**src/rtl/arb_pkg.sv**
```systemverilog
// Shared definitions for the round-robin select arbiter: requester count,
// select width, FSM state encoding and a wrap-around index helper.
package arb_pkg;

  localparam int unsigned N_REQ = 16;
  localparam int unsigned SEL_W = 4;

  typedef enum logic {
    IDLE  = 1'b0,
    GRANT = 1'b1
  } arb_state_t;

  // Index of the channel after idx, wrapping from N_REQ-1 back to 0.
  function automatic logic [SEL_W-1:0] next_idx(input logic [SEL_W-1:0] idx);
    return idx + {{(SEL_W-1){1'b0}}, 1'b1};
  endfunction

endpackage

```
**src/rtl/rr_pick.sv**
```systemverilog
// Combinational round-robin pick: finds the first set request bit scanning
// upward from ptr with wrap-around. Done as rotate, priority-encode, un-rotate.
module rr_pick
  import arb_pkg::*;
(
  input  logic [N_REQ-1:0] req,
  input  logic [SEL_W-1:0] ptr,
  output logic [SEL_W-1:0] pick,
  output logic             any
);

  logic [N_REQ-1:0] rot_s;
  logic [SEL_W-1:0] off_s;

  // Rotate the request vector so that bit ptr lands at position 0.
  always_comb begin
    rot_s = {N_REQ{1'b0}};
    for (int i = 0; i < N_REQ; i++) begin
      rot_s[i] = req[SEL_W'(i) + ptr];
    end
  end

  // Lowest set bit of the rotated vector wins; scanning downward lets it overwrite.
  always_comb begin
    off_s = {SEL_W{1'b0}};
    for (int i = N_REQ - 1; i >= 0; i--) begin
      if (rot_s[i]) begin
        off_s = SEL_W'(i);
      end else begin
        off_s = off_s;
      end
    end
  end

  // Undo the rotation; the 4-bit add wraps modulo N_REQ.
  assign pick = off_s + ptr;
  assign any  = |req;

endmodule

```
**src/rtl/rr_select_arbiter.sv**
```systemverilog
// Round-robin arbiter feeding the 4x16 one-hot decoder. Grants one of 16
// requesters, holds its index on select with valid until done, then returns
// to IDLE for at least one cycle. All outputs are registered so the decoder
// sees a glitch-free select.
// Optional feature: define ARB_TIMEOUT_EN to add a hold counter that forces
// a release after MAX_HOLD grant cycles and pulses timeout for one cycle.
module rr_select_arbiter
  import arb_pkg::*;
#(
  parameter int unsigned MAX_HOLD = 255,
  parameter int unsigned HOLD_W   = 8
) (
  input  logic             clk,
  input  logic             reset,
  input  logic [N_REQ-1:0] req,
  input  logic             done,
  output logic [SEL_W-1:0] select,
  output logic             valid,
  output logic             timeout
);

  // A hold limit of zero or one that does not fit the counter is a build error.
  if ((MAX_HOLD == 0) || (MAX_HOLD >= (64'd1 << HOLD_W))) begin : g_bad_hold_cfg
    $error("rr_select_arbiter: MAX_HOLD must be in 1 .. 2**HOLD_W-1");
  end

  arb_state_t       state_r, state_nxt_s;
  logic [SEL_W-1:0] ptr_r, ptr_nxt_s;
  logic [SEL_W-1:0] select_r, select_nxt_s;
  logic             valid_r, valid_nxt_s;
  logic             timeout_r, timeout_nxt_s;
  logic [SEL_W-1:0] pick_s;
  logic             any_s;
  logic             force_rel_s;
  logic             release_s;

  rr_pick u_pick (
    .req  (req),
    .ptr  (ptr_r),
    .pick (pick_s),
    .any  (any_s)
  );

`ifdef ARB_TIMEOUT_EN
  localparam logic [HOLD_W-1:0] HOLD_LAST = HOLD_W'(MAX_HOLD - 1);

  logic [HOLD_W-1:0] hold_cnt_r, hold_cnt_nxt_s;

  // Forced release once the grant has used its full budget without done.
  always_comb begin
    if ((state_r == GRANT) && !done && (hold_cnt_r == HOLD_LAST)) begin
      force_rel_s = 1'b1;
    end else begin
      force_rel_s = 1'b0;
    end
  end

  // Hold counter runs during GRANT and is zero whenever a grant begins.
  always_comb begin
    if ((state_r == GRANT) && !release_s) begin
      hold_cnt_nxt_s = hold_cnt_r + {{(HOLD_W-1){1'b0}}, 1'b1};
    end else begin
      hold_cnt_nxt_s = {HOLD_W{1'b0}};
    end
  end

  // Hold counter register.
  always_ff @(posedge clk) begin
    if (reset) begin
      hold_cnt_r <= {HOLD_W{1'b0}};
    end else begin
      hold_cnt_r <= hold_cnt_nxt_s;
    end
  end
`else
  assign force_rel_s = 1'b0;
`endif

  assign release_s = done || force_rel_s;

  // State register; reset overrides every other event.
  always_ff @(posedge clk) begin
    if (reset) begin
      state_r <= IDLE;
    end else begin
      state_r <= state_nxt_s;
    end
  end

  // Next state: any request starts a grant, a release always passes through IDLE.
  always_comb begin
    state_nxt_s = state_r;
    case (state_r)
      IDLE: begin
        if (any_s) begin
          state_nxt_s = GRANT;
        end else begin
          state_nxt_s = IDLE;
        end
      end
      GRANT: begin
        if (release_s) begin
          state_nxt_s = IDLE;
        end else begin
          state_nxt_s = GRANT;
        end
      end
      default: state_nxt_s = IDLE;
    endcase
  end

  // Next values of the registered outputs and the search pointer.
  always_comb begin
    select_nxt_s  = select_r;
    valid_nxt_s   = 1'b0;
    timeout_nxt_s = 1'b0;
    ptr_nxt_s     = ptr_r;
    case (state_r)
      IDLE: begin
        if (any_s) begin
          select_nxt_s = pick_s;
          valid_nxt_s  = 1'b1;
        end else begin
          select_nxt_s = select_r;
          valid_nxt_s  = 1'b0;
        end
      end
      GRANT: begin
        if (release_s) begin
          valid_nxt_s   = 1'b0;
          timeout_nxt_s = force_rel_s;
          ptr_nxt_s     = next_idx(select_r);
        end else begin
          valid_nxt_s   = 1'b1;
          timeout_nxt_s = 1'b0;
          ptr_nxt_s     = ptr_r;
        end
      end
      default: begin
        select_nxt_s  = {SEL_W{1'b0}};
        valid_nxt_s   = 1'b0;
        timeout_nxt_s = 1'b0;
        ptr_nxt_s     = {SEL_W{1'b0}};
      end
    endcase
  end

  // Output and pointer registers.
  always_ff @(posedge clk) begin
    if (reset) begin
      select_r  <= {SEL_W{1'b0}};
      valid_r   <= 1'b0;
      timeout_r <= 1'b0;
      ptr_r     <= {SEL_W{1'b0}};
    end else begin
      select_r  <= select_nxt_s;
      valid_r   <= valid_nxt_s;
      timeout_r <= timeout_nxt_s;
      ptr_r     <= ptr_nxt_s;
    end
  end

  assign select  = select_r;
  assign valid   = valid_r;
  assign timeout = timeout_r;

endmodule

```
**config.mk**
```make
export PLATFORM = sky130hd
export DESIGN_NAME = rr_select_arbiter
export DESIGN_NICKNAME = d
export VERILOG_FILES = /design/src/rtl/arb_pkg.sv /design/src/rtl/rr_pick.sv /design/src/rtl/rr_select_arbiter.sv
export SDC_FILE = /design/constraint.sdc
export NUM_CORES = 1
export LEC_CHECK = 0
export BUFFER_PORTS_ARGS = -buffer_cell sky130_fd_sc_hd__buf_2
export CAP_MARGIN = 5
export CORE_MARGIN = 2
export CORE_UTILIZATION = 40
export DETAILED_ROUTE_END_ITERATION = 8
export GPL_ROUTABILITY_DRIVEN = 0
export GPL_TIMING_DRIVEN = 0
export PLACE_DENSITY = 0.67
export SYNTH_ARGS = -nofsm -noshare
export SYNTH_HDL_FRONTEND = slang
export SYNTH_SLANG_ARGS = --single-unit
export TNS_END_PERCENT = 20
```
**constraint.sdc**
```tcl
create_clock -name clk -period 6.1 [get_ports clk]
set_input_delay 1.22 -clock clk [delete_from_list [all_inputs] [get_ports clk]]
set_output_delay 1.22 -clock clk [all_outputs]
set_load 0.05 [all_outputs]
```
* Yosys cells after proc, flatten, opt, wreduce, memory -nomap -nowiden
Index checks and enable logic that the tools add are counted.
** Word-level totals
- Flip-flop bits (word level) :: 9
- Input port bits :: 19
- Output and inout bits :: 6
- Logic and storage cells :: 91
** Operators by class
- Add/sub/neg operators :: 17
- Magnitude comparators :: 16
- Muxes and demuxes :: 51
- Bitwise gates (word level) :: 1
- Reductions and logical operators :: 3
** Operator list (number)
- $lt A4 B5 Y1 const B :: 16
- $bmux W1 S4 :: 16
- $mux W4 :: 16
- $add A4 B4 Y4 const A :: 8
- $mux W1 :: 18
- $add A3 B4 Y4 const A :: 4
- $reduce_or A16 Y1 :: 1
- $add A2 B4 Y4 const A :: 2
- $add A1 B4 Y4 const A :: 1
- $add A4 B1 Y4 const B :: 1
- $add A4 B4 Y4 :: 1
- $reduce_and A2 Y1 :: 2
- $pmux W1 S2 :: 1
- $not A1 Y1 :: 1

* Depth between registers and ports, before layout
Gate-level depths: netlist of the first run.
- Depth in word-level cells :: 20
- Depth in mapped cells :: 19
- Depth with buffers taken out :: 15

* Cells and area by module
A second synthesis of the first run with hierarchy kept.
** Unflattened totals
- Cells, all modules :: 162
- Area total of the unflattened synthesis :: 1754.2 um^2
** By module, submodules not included
- rr_pick :: times used 1, cells each 121, area an instance 1376.3 um^2, seq. area each 0.0 um^2
- rr_select_arbiter :: times used 1, cells each 41, area an instance 377.9 um^2, seq. area each 180.2 um^2

* Least setup slack after synthesis of the first run
Ideal clock, no wire load.
- Path kind :: reg2reg
- Start :: reg ptr_r[1]
- End :: reg select_r[3] (netlist: select[3])
- Setup time :: 0.079 ns
- Arrival time :: 4.208 ns
- Required time :: 6.021 ns
- Path slack :: 1.812 ns
- Stages on the path, launching flop included :: 17
- Buffers on the path :: 3
- Period minus slack after synthesis :: 4.288 ns
- Cell sequence :: dfxtp_1 -> buf_6 -> clkbuf_1 -> inv_1 -> ha_1 -> clkbuf_1 -> mux4_2 -> mux4_2 -> nor2_1 -> nor2_1 -> o41a_1 -> ha_1 -> a21o_1 -> a21oi_1 -> xor2_1 -> xnor2_1 -> a211oi_2
** On the way
- Longest elaborated chain between the ends :: 20
- Elaborated cells between the ends (all ways) :: 64
- Those cells by class :: 16 x add/sub; 48 x mux
** Ends and longest elaborated chain
- start, declared :: line rr_select_arbiter.sv:28 : logic [SEL_W-1:0] ptr_r, ptr_nxt_s;
- start signal, assigned :: line rr_select_arbiter.sv:154 : ptr_r <= {SEL_W{1'b0}};
- start signal, assigned :: line rr_select_arbiter.sv:159 : ptr_r <= ptr_nxt_s;
- $add A4 B4 Y4 :: line rr_pick.sv:19 : rot_s[i] = req[SEL_W'(i) + ptr];
- $bmux W1 S4 :: line rr_pick.sv:19
- $mux W1 (not written as such) :: line rr_pick.sv:19
- $mux W4 (16 in series) :: line rr_pick.sv:27 : if (rot_s[i]) begin
- $add A4 B4 Y4 * :: line rr_pick.sv:36 : assign pick = off_s + ptr;
- end signal, assigned :: line rr_select_arbiter.sv:151 : select_r <= {SEL_W{1'b0}};
- end signal, assigned :: line rr_select_arbiter.sv:156 : select_r <= select_nxt_s;
- end, declared :: line rr_select_arbiter.sv:29 : logic [SEL_W-1:0] select_r, select_nxt_s;
Every way passes the cells marked *; elsewhere a longest branch is shown, timed or not. The select of a mux whose other input is x is not followed.
A chain may end at the register's enable or synchronous reset.

* Worst setup path after layout of the first run
Same ends and word-level chain as after synthesis.

==> results of run 1 <==
flip-flops by register name, indices dropped and copies added, names as in the netlist:
signal	count
valid	1
select	4
ptr_r	4
critical path: stages (launching register included):
cell,delay [ps]
dfxtp_1,430
buf_6,160
clkbuf_1,470
inv_1,280
ha_1,340
clkbuf_1,380
mux4_2,420
mux2_2,290
mux2i_1,260
o21ai_0,140
a21o_1,190
a2111oi_0,410
nor2_1,140
ha_1,230
a21o_1,160
a21oi_1,170
xor2_1,180
xnor2_1,100
a211oi_2,200
synthesized netlist by cell type (all sizes together), types with 4 or more instances:
library cell / n / area (um^2)
a211oi: 4 / 35.0
a21oi: 6 / 30.0
buf: 7 / 43.8
clkbuf: 4 / 15.0
dfxtp: 9 / 180
ha: 11 / 138
inv: 12 / 45.0
mux2: 5 / 56.3
mux2i: 17 / 170
mux4: 27 / 623
nand2: 9 / 33.8
nor2: 15 / 56.3
nor4: 6 / 37.5
xnor2: 8 / 70.1
xor2: 5 / 43.8
worst max-delay path by stage:
stage                     startpoint         to  slack, ps  depth (start not counted)
after floorplan             ptr_r[1]  select[3]       1810                         16
after global placement      ptr_r[1]  select[3]        990                         18
after detailed placement    ptr_r[1]  select[3]        970                         18
after CTS                   ptr_r[1]  select[3]        970                         18
after global routing        ptr_r[1]  select[3]        480                         18
final                       ptr_r[1]  select[3]       1070                         18
per-layer routing:
metal / part of all wire, % / vias up / routed length, um / GRT usage [%]
met5: 0 / - / 0 / 0
met4: 0.92 / 0 / 36 / 5.13
met3: 4.3 / 4 / 167 / 2.60
met2: 51 / 34 / 1990 / 28.9
met1: 44 / 719 / 1740 / 26.3
li1: - / 708 / - / -
layout make-up:
class | instances | area, um^2 | area share [%]
multi-input cells | 136 | 1480 | 74.6
clock buffers | 4 | 45.0 | 2.27
repair buffers | 22 | 110 | 5.55
plain buffers | 11 | 58.8 | 2.97
well taps | 52 | 65.1 | 3.28
inverters | 12 | 45.0 | 2.27
flip-flops and latches | 9 | 180 | 9.09
kinds of logic (layout without fill, tap and decap cells):
group / Yosys count / after routing
muxes: 49 / 49
and+or+nand+nor: 40 / 40
buffers and inverters: 23 / 49
AOI/OAI and AO/OA: 21 / 21
xor gates and xnor gates: 13 / 13
adders and majority gates: 12 / 12
DFF: 9 / 9
other: 1 / 1
layout by cell type (no fill, tap or decap), types with 2 or more instances in the layout:
cell type / count
a211oi_1: 3
a21oi_1: 6
dfxtp_1: 9
ha_1: 11
mux4_2: 23
nor2_1: 15
a21o_1: 2
nor4_1: 6
buf_1: 2
xnor2_1: 8
buf_4: 2
xor2_1: 5
clkbuf_8: 3
mux2i_1: 17
inv_1: 12
clkbuf_1: 5
nand4_1: 2
mux4_1: 4
nand2_1: 9
and2_1: 2
nand3_1: 2
buf_2: 24
mux2_2: 5
metrics by stage:
step	cells	power (W)	hold WS (ps)	setup slack, ps
after detailed placement	242	0.000329	524	974
after global routing	246	0.000434	601	478
after global placement	242	0.000325	534	988
after floorplan	168	0.000273	609	1810
after CTS	246	0.000399	533	968
final	246	0.000396	531	1070
power by group through the flow:
stage          registers, W  logic [W]  clock network, W
2_1_floorplan     0.0000874   0.000186                 0
4_1_cts           0.0000729   0.000256         0.0000708
3_3_place_gp      0.0000740   0.000251                 0
5_1_grt           0.0000742   0.000284         0.0000760
6_report          0.0000729   0.000255         0.0000682
3_5_place_dp      0.0000739   0.000255                 0
==> flow_summary.ini, run 1 <==
[route]
dr.pass1.iters = 4
drt-initial-drc-count = 43
routedWlPerCell_um = 16.0
wl_um = 3930
ant_nets = 0
vias_per_cell = 5.96
vias = 1465
post-route-drc-count = 0

[clock_tree]
cts_setup_buffers = 0
clkSinkCount = 9
h-tree-depth = 1
post_cts_resized = 0
clkTransAtPathRegs_ps = 40
clockRootBuffer = clkbuf_8
clock_path_buffers = 2
numCtsBuffers = 3
cts_tree = done
clk_latency_ps = 230
cts_hold_buf = 0

[timing]
rsz0062_at_grt = false
setup_viol = 0
fmax_ghz = 0.199
fin_skew_ps = 4.45
min_period_ps = 5030
finalCritPeriodShare_pct = 82.5
setup-tns-final_ps = 0
slew_violations = 0
hold_viol = 0
tightest_slew_ps = 641
max-slew-margin-rel_pct = 57.3

[logic_synthesis]
syn_area_um2 = 1760
synth-seq-cells = 9
synth_top_family_by_area = multiplexers
synth.mux.area_fraction_pct = 48.2
syn-num-nets = 199
synth_cell_type_count = 39
synth-simple-area-share_pct = 10.9
synth_flop_cell = dfxtp_1
yosys_warnings = 0
synth_area_per_cell_um2 = 10.5
synth_compound_area_share_pct = 9.16
ys_seq_area_share_pct = 10.2
netlist_instances = 168
synth-edff-count = 0
synthArstFlopShare_pct = 0
synthXorXnorAreaFrac_pct = 6.46
synthAdderAreaFrac_pct = 8.94

[finish]
finalInstanceArea_um2 = 1980
diodes = 0
final_core_util_pct = 46.2
fin_nets = 226
area_growth_pct = 12.5
nFillCells = 417
drive_above_1_share_pct = 31.4

[power]
power.density_nw_per_um2 = 200
combPwrFrac_pct = 64.3
internal-power_w = 0.000226
power.share.sequential_pct = 18.4
ir_worst_vdd_mv = 0.166
p_sw_w = 0.000170
clkPwrFrac_pct = 17.2
p_leak_nw = 0.803
switching_share_pct = 43.0

[critical_path]
timing.rr.start = ptr_r[1]
rr_endpoint = select[3]
critPathArrivalTime_ps = 5190
ff2ff_setup_slack_ps = 1070
ff2ff_path_depth = 18
critPathRequiredTime_ps = 6260
startpoint_type = register
path_class = reg -> reg
cp-end-kind = register
critPathMaxFanout = 10

[placement]
hpwl_um = 3260
placed_area_um2 = 1940
io_buffers = 22

[outcome]
status = finished, final reports clean

[floorplanning]
fp.dieW_um = 70.4
die_h_um = 70.4
dieArea_um2 = 4950
rows = 24
ios = 25
core_um2 = 4290
start_util_pct = 41.1

[hold_path]
min_from = valid
min_to = valid
hold_class = reg -> reg
holdPathStages = 2

[grt]
grt_usage_pct = 18.4
grt_max_degree = 11
grt-ovfl-total = 0
grt_pass1_wl_um = 7290
grt_pass1_vias = 1454
antenna_found_initial = 0

[run]
drv_cap = 0
Power figures use the tool's default switching activity.
==> run 2, diff against run 1 <==
PLACE_DENSITY = 0.69   (was 0.67)
clock period = 4.45 ns   (was 6.1 ns; I/O delays follow)
==> flow_summary.ini, run 2 (same netlist as run 1, synthesis figures left out) <==
[timing]
hold_viol = 0
min_period_ps = 4210
max-slew-margin-rel_pct = 58.8
rsz0062_at_grt = false
setup_viol = 0
setup-tns-final_ps = 0
tightest_slew_ps = 618
fin_skew_ps = 4.32
fmax_ghz = 0.237
slew_violations = 0
finalCritPeriodShare_pct = 94.6

[finish]
diodes = 0
final_cells = 244
area_growth_pct = 14.7
nFillCells = 410
mostFrequentLayoutCell = mux4_2
layout_common_cells = 23 x mux4_2, 22 x buf_2, 15 x mux2i_1, 15 x nor2_1, 12 x inv_1
drive_above_1_share_pct = 34.9
fin_nets = 224

[grt]
grt_max_degree = 15
antenna_found_initial = 0
grt_usage_pct = 17.2
grt_pass1_wl_um = 6840
grt_pass1_vias = 1415
grt-ovfl-total = 0

[clock_tree]
cts_hold_buf = 0
clk_latency_ps = 230
cts_tree = done
clock_path_buffers = 2
clockRootBuffer = clkbuf_8
h-tree-depth = 1
numCtsBuffers = 3
clkSinkCount = 9
clkTransAtPathRegs_ps = 50

[floorplanning]
start_util_pct = 41.1
rows = 24
fp.dieW_um = 70.4
die_h_um = 70.4
ios = 25
dieArea_um2 = 4950
core_um2 = 4290

[critical_path]
startpoint_type = register
critPathMaxFanout = 10
cp_top_family = compound AO/OA/AOI/OAI gates
crit_slowest_cell = a2111oi_2
critPathRequiredTime_ps = 4600
worstPathCellList = buf_4 -> buf_6 -> buf_6 -> inv_1 -> ha_4 -> mux4_2 -> mux2_2 -> mux2i_2 -> o21ai_0 -> a21o_1 -> a2111oi_2 -> nor2_1 -> ha_1 -> a21o_1 -> a21oi_1 -> xor2_1 -> xnor2_1 -> a211oi_2
cp-end-kind = register
slowest_delay_ps = 370
critPathArrivalTime_ps = 4360
critPathBufInv = 4
path_class = reg -> reg

[power]
ir_worst_vdd_mv = 0.178
power_w = 0.000566
internal-power_w = 0.000319
p_sw_w = 0.000247
clkPwrFrac_pct = 16.7
power.share.sequential_pct = 17.8
combPwrFrac_pct = 65.5
switching_share_pct = 43.7
power.density_nw_per_um2 = 280
p_leak_nw = 0.809

[route]
ant_nets = 0
routedWlPerCell_um = 16.8
post-route-drc-count = 0
wl_um = 4100
drt-initial-drc-count = 40
vias_per_cell = 6.15
vias = 1500
dr.pass1.iters = 4

[run]
drv_cap = 0

[placement]
hpwl_um = 3330
dp_cells = 242
io_buffers = 22

[outcome]
status = finished, final reports clean

[hold_path]
hold_class = reg -> reg
## run 2: cell types whose count changed in the layout (fill, tap and decap cells not counted)
cell / before / now
nor4_1: 6 / 5
clkbuf_2: 0 / 1
mux2i_1: 17 / 15
a2111oi_0: 1 / 0
a2111oi_2: 0 / 1
buf_6: 1 / 3
nor4_2: 0 / 1
ha_4: 0 / 1
buf_2: 24 / 22
mux2i_2: 0 / 2
clkbuf_1: 5 / 2
ha_1: 11 / 10
## run 2: metal layers
metal  GRT usage (%)  share of wire, %
met3            2.02               2.5
met4            3.63               1.9
met1            22.8                45
met2            30.0                51
met5               0                 0
## run 2: layout make-up
type / instances / area (um^2) / area share [%]
Multi-Input combinational cell: 136 / 1510 / 74.8
Sequential cell: 9 / 180 / 8.91
Timing Repair Buffer: 22 / 110 / 5.45
Buffer: 9 / 65.1 / 3.22
Tap cell: 52 / 65.1 / 3.22
Clock buffer: 4 / 45.0 / 2.23
Inverter: 12 / 45.0 / 2.23
## run 2: worst paths after layout
check | startpoint | endpoint | slack (ps) | cells after the start
min | valid | valid | 530 | 2
max reg2reg | ptr_r[0] | select[3] | 240 | 18
min reg2reg | valid | valid | 530 | 2
max | ptr_r[0] | select[3] | 240 | 18
## run 2: what timing repair did
action	in CTS	in global routing
gates resized for setup	6	7
setup endpoints to repair	4	2
setup buffers	0	0
## run 2: tightest hold or removal path: cells and delay by family, from the launching register on
kind | cells | cell delay [ps]
flip-flops | 1 | 330
AND/OR/NAND/NOR | 2 | 150
## run 2: metrics by stage
stage               hold WS, ps  cell area, um^2  setup slack (ps)  utilization [%]
floorplan                   609             1760               162                -
global placement            522             1940              -619             45.1
detailed placement          527             1940              -694             45.1
CTS                         534             1990              62.0             46.4
global route                589             2020              3.95             47.1
finish                      531             2020               238             47.1
## run 2: power by group through the flow
stage               combinational [W]  clock (W)  sequential (W)
detailed placement           0.000352          0        0.000102
global route                 0.000405   0.000100        0.000102
finish                       0.000371  0.0000946        0.000101
global placement             0.000344          0        0.000101
floorplan                    0.000254          0        0.000120
CTS                          0.000358  0.0000945        0.000101
